===== src/rtl/axis_frame_receiver.sv =====
// AXI-stream frame receiver: buffers one frame of up to MAX_BEATS beats
// and presents a length/beat/error descriptor until the consumer releases it.
module axis_frame_receiver #(
  parameter int WIDTH     = 32,
  parameter int MAX_BEATS = 16
) (
  input  logic                                    clk,
  input  logic                                    rst_n,
  input  logic [WIDTH-1:0]                        t_data,
  input  logic                                    t_valid,
  input  logic                                    t_last,
  input  logic [WIDTH/8-1:0]                      byte_enable,
  output logic                                    t_ready,
  output logic                                    frame_valid,
  input  logic                                    frame_ready,
  output logic [$clog2(MAX_BEATS*(WIDTH/8)+1)-1:0] frame_len,
  output logic [$clog2(MAX_BEATS):0]              frame_beats,
  output logic                                    frame_err,
  input  logic [$clog2(MAX_BEATS)-1:0]            rd_addr,
  output logic [WIDTH-1:0]                        rd_data
);

  localparam int BW = WIDTH / 8;
  localparam int AW = $clog2(MAX_BEATS);
  localparam int LW = $clog2(MAX_BEATS * BW + 1);

  localparam logic [AW:0] CNT_FULL = (AW+1)'(MAX_BEATS);

  typedef enum logic [1:0] {
    S_IDLE,
    S_RECV,
    S_DROP,
    S_DONE
  } state_t;

  state_t r_state;
  state_t w_state_nxt;

  logic             r_t_ready;
  logic [AW:0]      r_cnt;
  logic             r_err;
  logic [LW-1:0]    r_len;
  logic [AW:0]      r_beats;
  logic             r_ferr;
  logic [WIDTH-1:0] r_rd_data;
  logic [WIDTH-1:0] r_mem [MAX_BEATS];

  logic             w_acc;
  logic             w_be_full;
  logic             w_last_ok;
  logic [BW-1:0]    w_be_inc;
  logic [LW-1:0]    w_pop;
  logic [LW-1:0]    w_idx_bytes;
  logic             w_wr;
  logic [AW-1:0]    w_waddr;
  logic [AW:0]      w_cnt_nxt;
  logic             w_err_nxt;
  logic             w_load;
  logic [LW-1:0]    w_len_nxt;
  logic [AW:0]      w_beats_nxt;
  logic             w_ferr_nxt;

  function automatic logic [LW-1:0] f_pop(input logic [BW-1:0] be);
    logic [LW-1:0] s;
    s = '0;
    for (int i = 0; i < BW; i++) begin
      s = s + LW'(be[i]);
    end
    return s;
  endfunction

  assign w_acc       = t_valid & r_t_ready;
  assign w_be_full   = &byte_enable;
  assign w_be_inc    = byte_enable + BW'(1);
  // Low-contiguous mask: nonzero and adding one clears every set bit.
  assign w_last_ok   = (|byte_enable) &&
                       ((byte_enable & w_be_inc) == '0);
  assign w_pop       = f_pop(byte_enable);
  assign w_idx_bytes = LW'(r_cnt) * LW'(BW);

  always_comb begin
    w_state_nxt = r_state;
    w_wr        = 1'b0;
    w_waddr     = r_cnt[AW-1:0];
    w_cnt_nxt   = r_cnt;
    w_err_nxt   = r_err;
    w_load      = 1'b0;
    w_len_nxt   = '0;
    w_beats_nxt = '0;
    w_ferr_nxt  = 1'b0;
    unique case (r_state)
      S_IDLE: begin
        if (w_acc) begin
          w_wr      = 1'b1;
          w_waddr   = '0;
          w_cnt_nxt = (AW+1)'(1);
          if (t_last) begin
            w_load      = 1'b1;
            w_len_nxt   = w_pop;
            w_beats_nxt = (AW+1)'(1);
            w_ferr_nxt  = ~w_last_ok;
            w_state_nxt = S_DONE;
          end else begin
            w_err_nxt   = ~w_be_full;
            w_state_nxt = S_RECV;
          end
        end
      end
      S_RECV: begin
        if (w_acc) begin
          if (r_cnt == CNT_FULL) begin
            // Buffer is full: this beat is dropped and the frame flagged.
            if (t_last) begin
              w_load      = 1'b1;
              w_ferr_nxt  = 1'b1;
              w_state_nxt = S_DONE;
            end else begin
              w_state_nxt = S_DROP;
            end
          end else begin
            w_wr      = 1'b1;
            w_cnt_nxt = r_cnt + 1'b1;
            if (t_last) begin
              w_load      = 1'b1;
              w_len_nxt   = w_idx_bytes + w_pop;
              w_beats_nxt = r_cnt + 1'b1;
              w_ferr_nxt  = r_err | ~w_last_ok;
              w_state_nxt = S_DONE;
            end else begin
              w_err_nxt = r_err | ~w_be_full;
            end
          end
        end
      end
      S_DROP: begin
        if (w_acc && t_last) begin
          w_load      = 1'b1;
          w_ferr_nxt  = 1'b1;
          w_state_nxt = S_DONE;
        end
      end
      S_DONE: begin
        if (frame_ready) begin
          w_cnt_nxt   = '0;
          w_err_nxt   = 1'b0;
          w_state_nxt = S_IDLE;
        end
      end
      default: begin
        w_state_nxt = S_IDLE;
      end
    endcase
  end

  always_ff @(posedge clk or negedge rst_n) begin
    if (!rst_n) begin
      r_state   <= S_IDLE;
      r_t_ready <= 1'b0;
      r_cnt     <= '0;
      r_err     <= 1'b0;
      r_len     <= '0;
      r_beats   <= '0;
      r_ferr    <= 1'b0;
      r_rd_data <= '0;
    end else begin
      r_state   <= w_state_nxt;
      r_t_ready <= (w_state_nxt != S_DONE);
      r_cnt     <= w_cnt_nxt;
      r_err     <= w_err_nxt;
      r_rd_data <= r_mem[rd_addr];
      if (w_load) begin
        r_len   <= w_len_nxt;
        r_beats <= w_beats_nxt;
        r_ferr  <= w_ferr_nxt;
      end
    end
  end

  // Frame storage carries no reset; only written beats are ever read back.
  always_ff @(posedge clk) begin
    if (w_wr) begin
      r_mem[w_waddr] <= t_data;
    end
  end

  assign t_ready     = r_t_ready;
  assign frame_valid = (r_state == S_DONE);
  assign frame_len   = r_len;
  assign frame_beats = r_beats;
  assign frame_err   = r_ferr;
  assign rd_data     = r_rd_data;

endmodule


===== config.mk =====
export PLATFORM = sky130hd
export DESIGN_NAME = axis_frame_receiver
export DESIGN_NICKNAME = d
export VERILOG_FILES = /design/src/rtl/axis_frame_receiver.sv
export SDC_FILE = /design/constraint.sdc
export NUM_CORES = 1
export LEC_CHECK = 0
export ABC_AREA = 1
export CAP_MARGIN = 20
export CORE_MARGIN = 10
export CORE_UTILIZATION = 35
export DETAILED_ROUTE_END_ITERATION = 10
export PLACE_DENSITY = 0.61
export SYNTH_ARGS = -nofsm -noshare
export SYNTH_HDL_FRONTEND = slang
export SYNTH_SLANG_ARGS = --single-unit

===== constraint.sdc =====
create_clock -name clk -period 3.9 [get_ports clk]
set_clock_uncertainty 0.2 [all_clocks]
set_input_delay 1.17 -clock clk [delete_from_list [all_inputs] [get_ports clk]]
set_output_delay 1.17 -clock clk [all_outputs]
set_load 0.05 [all_outputs]

==> impl_metrics.yaml, run 1 <==
status:
  status: "finished, final reports clean"
drt:
  detail-route-antenna-nets: 0
  num_vias: 15600
  wl_um: 56400
  routedWlPerCell_um: 16.8
  firstDrtPassIters: 5
  drt_iter0_drc: 1140
  drc: 0
  viasPerCell: 4.63
worst_setup_path:
  crit_required_ns: 2.53
  path_max_fanout: 7
  worstSetupEndpointType: "output port"
  max_stage_delay_ns: 0.81
  slowest_stage: "clkdlybuf4s50_1"
  path_buf_inv: 2
  crit_path_start_kind: "flip-flop"
  critPathKind: "flip-flop to output port"
  worstPathArrival_ns: 2.21
  path_cells: "nand2_1 > inv_1 > clkdlybuf4s50_1"
  cp_top_family: "buffers and inverters"
clock_network:
  cts_setup_buffers: 0
  cts.hold.buffers_added: 0
  root_buffer: "clkbuf_16"
  cts.sinks: 566
  clk_pin_slew_ns: 0.06
  cts_tree: "built"
  cts_resized: 0
  clk_latency_ns: 0.61
  cts_made_buffers: 57
  max-clock-path-buffers: 3
  h-tree-depth: 2
final_layout:
  nets: 2435
  stdcell_count: 3357
  syn2layout_area_growth_pct: 16.2
  n_antenna_cell: 0
  num-fill-cells: 6467
  drive_gt1_share_pct: 6.64
timing:
  rsz0062_at_grt: "false"
  period_share_pct: 91.9
  relSlewSlack_pct: 35.6
  max_clock_freq_mhz: 279
  tightest_slew_ns: 0.966
  hold_viol: 0
  setup_viol: 0
  final.setup.tns_ns: 0
  fin_crit_ns: 3.58
  holdWs_ns: 0.290
  finalMaxSlewViolations: 0
yosys:
  synth_cell_types: 33
  syn_nets: 2358
  synth_area_per_cell_um2: 10.5
  syn_area_um2: 24300
  synth_warnings: 0
  ys_ff_latch: 566
  ys_seq_area_share_pct: 68.9
  syn_inst: 2303
power_and_ir_drop:
  p_int_uw: 10700
  p_per_area_nw_per_um2: 504
  vdd_drop_max_uv: 330
  p_sw_uw: 3520
  pwr-share-seq_pct: 49.2
  p_leak_uw: 0.0118
  power.share.clock_pct: 39.5
  switching_share_pct: 24.8
  comb_power_share_pct: 11.3
floorplan:
  dieHeight_um: 283
  row_count: 96
  core_area_um2: 68700
  start_util_pct: 35.3
  fp.dieW_um: 283
  ioPinCount: 92
  die_area_um2: 80300
grt:
  grtUsageTotal_pct: 13.6
  grt_pass1_vias: 15400
  grt_overflow: 0
  grt_pass1_wl_um: 87400
  antenna_found_initial: 0
  grt_max_degree: 153
place:
  dpl.hpwl_um: 31400
  io_buffers: 91
  dp.cells: 3252
  place.gp.congestion: 0.768
flow_run:
  cap_viol_max_count: 0
worst_hold_path:
  hp-class: "flip-flop to flip-flop"
metal layers:
| layer | share of wire [%] | vias to the layer above | wire length, µm | global-route usage [%] |
|---|---|---|---|---|
| li1 | - | 7574 | - | - |
| met1 | 43 | 7518 | 24500 | 17.3 |
| met2 | 49 | 364 | 27700 | 23.3 |
| met3 | 4.8 | 101 | 2730 | 2.07 |
| met4 | 2.6 | 0 | 1490 | 4.68 |
| met5 | 0 | - | 0 | 0 |
cell families after synthesis:
family | Yosys count | synth area share (%)
fa+ha+maj | 10 | 0.546
simple gates | 1181 | 20.6
flops | 566 | 68.9
buf+inv | 522 | 9.37
compound gates | 21 | 0.485
xor+xnor | 3 | 0.108
state kept, by name (all words and copies together), names as in the netlist, 2 cells and up:
name         cells
r_state          2
rd_data         32
frame_len        7
r_mem          512
r_cnt            5
frame_beats      5
through the flow:
stage	total power, µW	util (%)	cell area [µm²]	setup slack (ns)
after CTS	14400	41.0	28200	0.256
after detailed placement	8730	38.2	26300	0.199
final	14200	41.0	28200	0.316
after floorplan	8130	-	24300	0.116
after global routing	14700	41.0	28200	0.178
after global placement	8700	38.2	26300	0.238
final timing paths:
check	depth (start not counted)	to	slack, ns	startpoint
worst max register to register	10	r_mem[0][6]$_DFFE_PP_	1.14	r_cnt[0]$_DFFE_PN0P_
worst max-delay path	3	frame_valid	0.32	r_state[1]$_DFF_PN0_
worst min-delay path	2	r_err$_DFFE_PN0P_	0.29	r_err$_DFFE_PN0P_
max in group asynchronous	1	rd_data[27]$_DFF_PN0_	2.48	rst_n
min in group asynchronous	1	frame_err$_DFFE_PN0P_	0.46	rst_n
worst min register to register	2	r_err$_DFFE_PN0P_	0.29	r_err$_DFFE_PN0P_
layout make-up:
cell class	count	area (µm²)	share of cell area, %
sequential	566	16700	59.3
multi-input combinational	1215	5390	19.1
inverter	413	1560	5.53
clock buffer	70	1520	5.38
timing repair buffer	127	1430	5.07
tap	931	1160	4.13
clock inverter	35	403	1.43
synthesized netlist by cell type (all sizes together):
cell type  instances  share of area, %
clkbuf             9              0.14
nand4              3             0.077
a21boi             1             0.031
nor2              36              0.66
o211ai             1             0.031
xor2               2             0.072
edfxtp           512                63
buf              100               2.8
nor3               2             0.062
dfrtp             54               5.6
nand3            400               8.2
xnor2              1             0.036
fa                 1             0.082
ha                 9              0.46
a21oi              4             0.098
o21ai             15              0.32
inv              413               6.4
nand2            740                12
power by group through the flow:
stage                     clock network (µW)  logic (µW)  registers, µW
after floorplan                            0         798           7330
after detailed placement                   0        1620           7110
final                                   5620        1600           6990
after global routing                    5970        1760           7010
after global placement                     0        1590           7110
after CTS                               5740        1620           6990
cell usage in the layout, fill, tap and decap left out, drive strengths merged, types with 9 or more instances in the layout:
cell type	synthesis	final
nand2	740	740
edfxtp	512	512
inv	413	416
nand3	400	400
clkdlybuf4s50	0	86
clkbuf	9	70
dfrtp	54	54
buf	100	41
nor2	36	36
clkinv	0	22
o21ai	15	15
ha	9	9
bufinv	0	9
worst reg2reg max path: stages, from the launching register on:
cell and delay, ns:
dfrtp_1 0.50, inv_1 0.18, ha_1 0.23, nand2_1 0.08, inv_1 0.06, nand3_1 0.12
nand3_1 0.09, inv_1 0.16, nand2_1 0.28, nor2_4 0.17, buf_4 0.33
No activity file was read; power rests on OpenSTA's default activity.
==> run 2, diff against run 1 <==
--- a/config.mk
+++ b/config.mk
@@ -6,9 +6,10 @@
 export NUM_CORES = 1
 export LEC_CHECK = 0
 export ABC_AREA = 1
-export CAP_MARGIN = 20
+export CAP_MARGIN = 10
 export CORE_MARGIN = 10
 export CORE_UTILIZATION = 35
+export CTS_CLUSTER_DIAMETER = 80
 export DETAILED_ROUTE_END_ITERATION = 10
 export PLACE_DENSITY = 0.61
 export SYNTH_ARGS = -nofsm -noshare
==> results of run 2 <==
Final layout, timing and power as in run 1 (identical DEF).
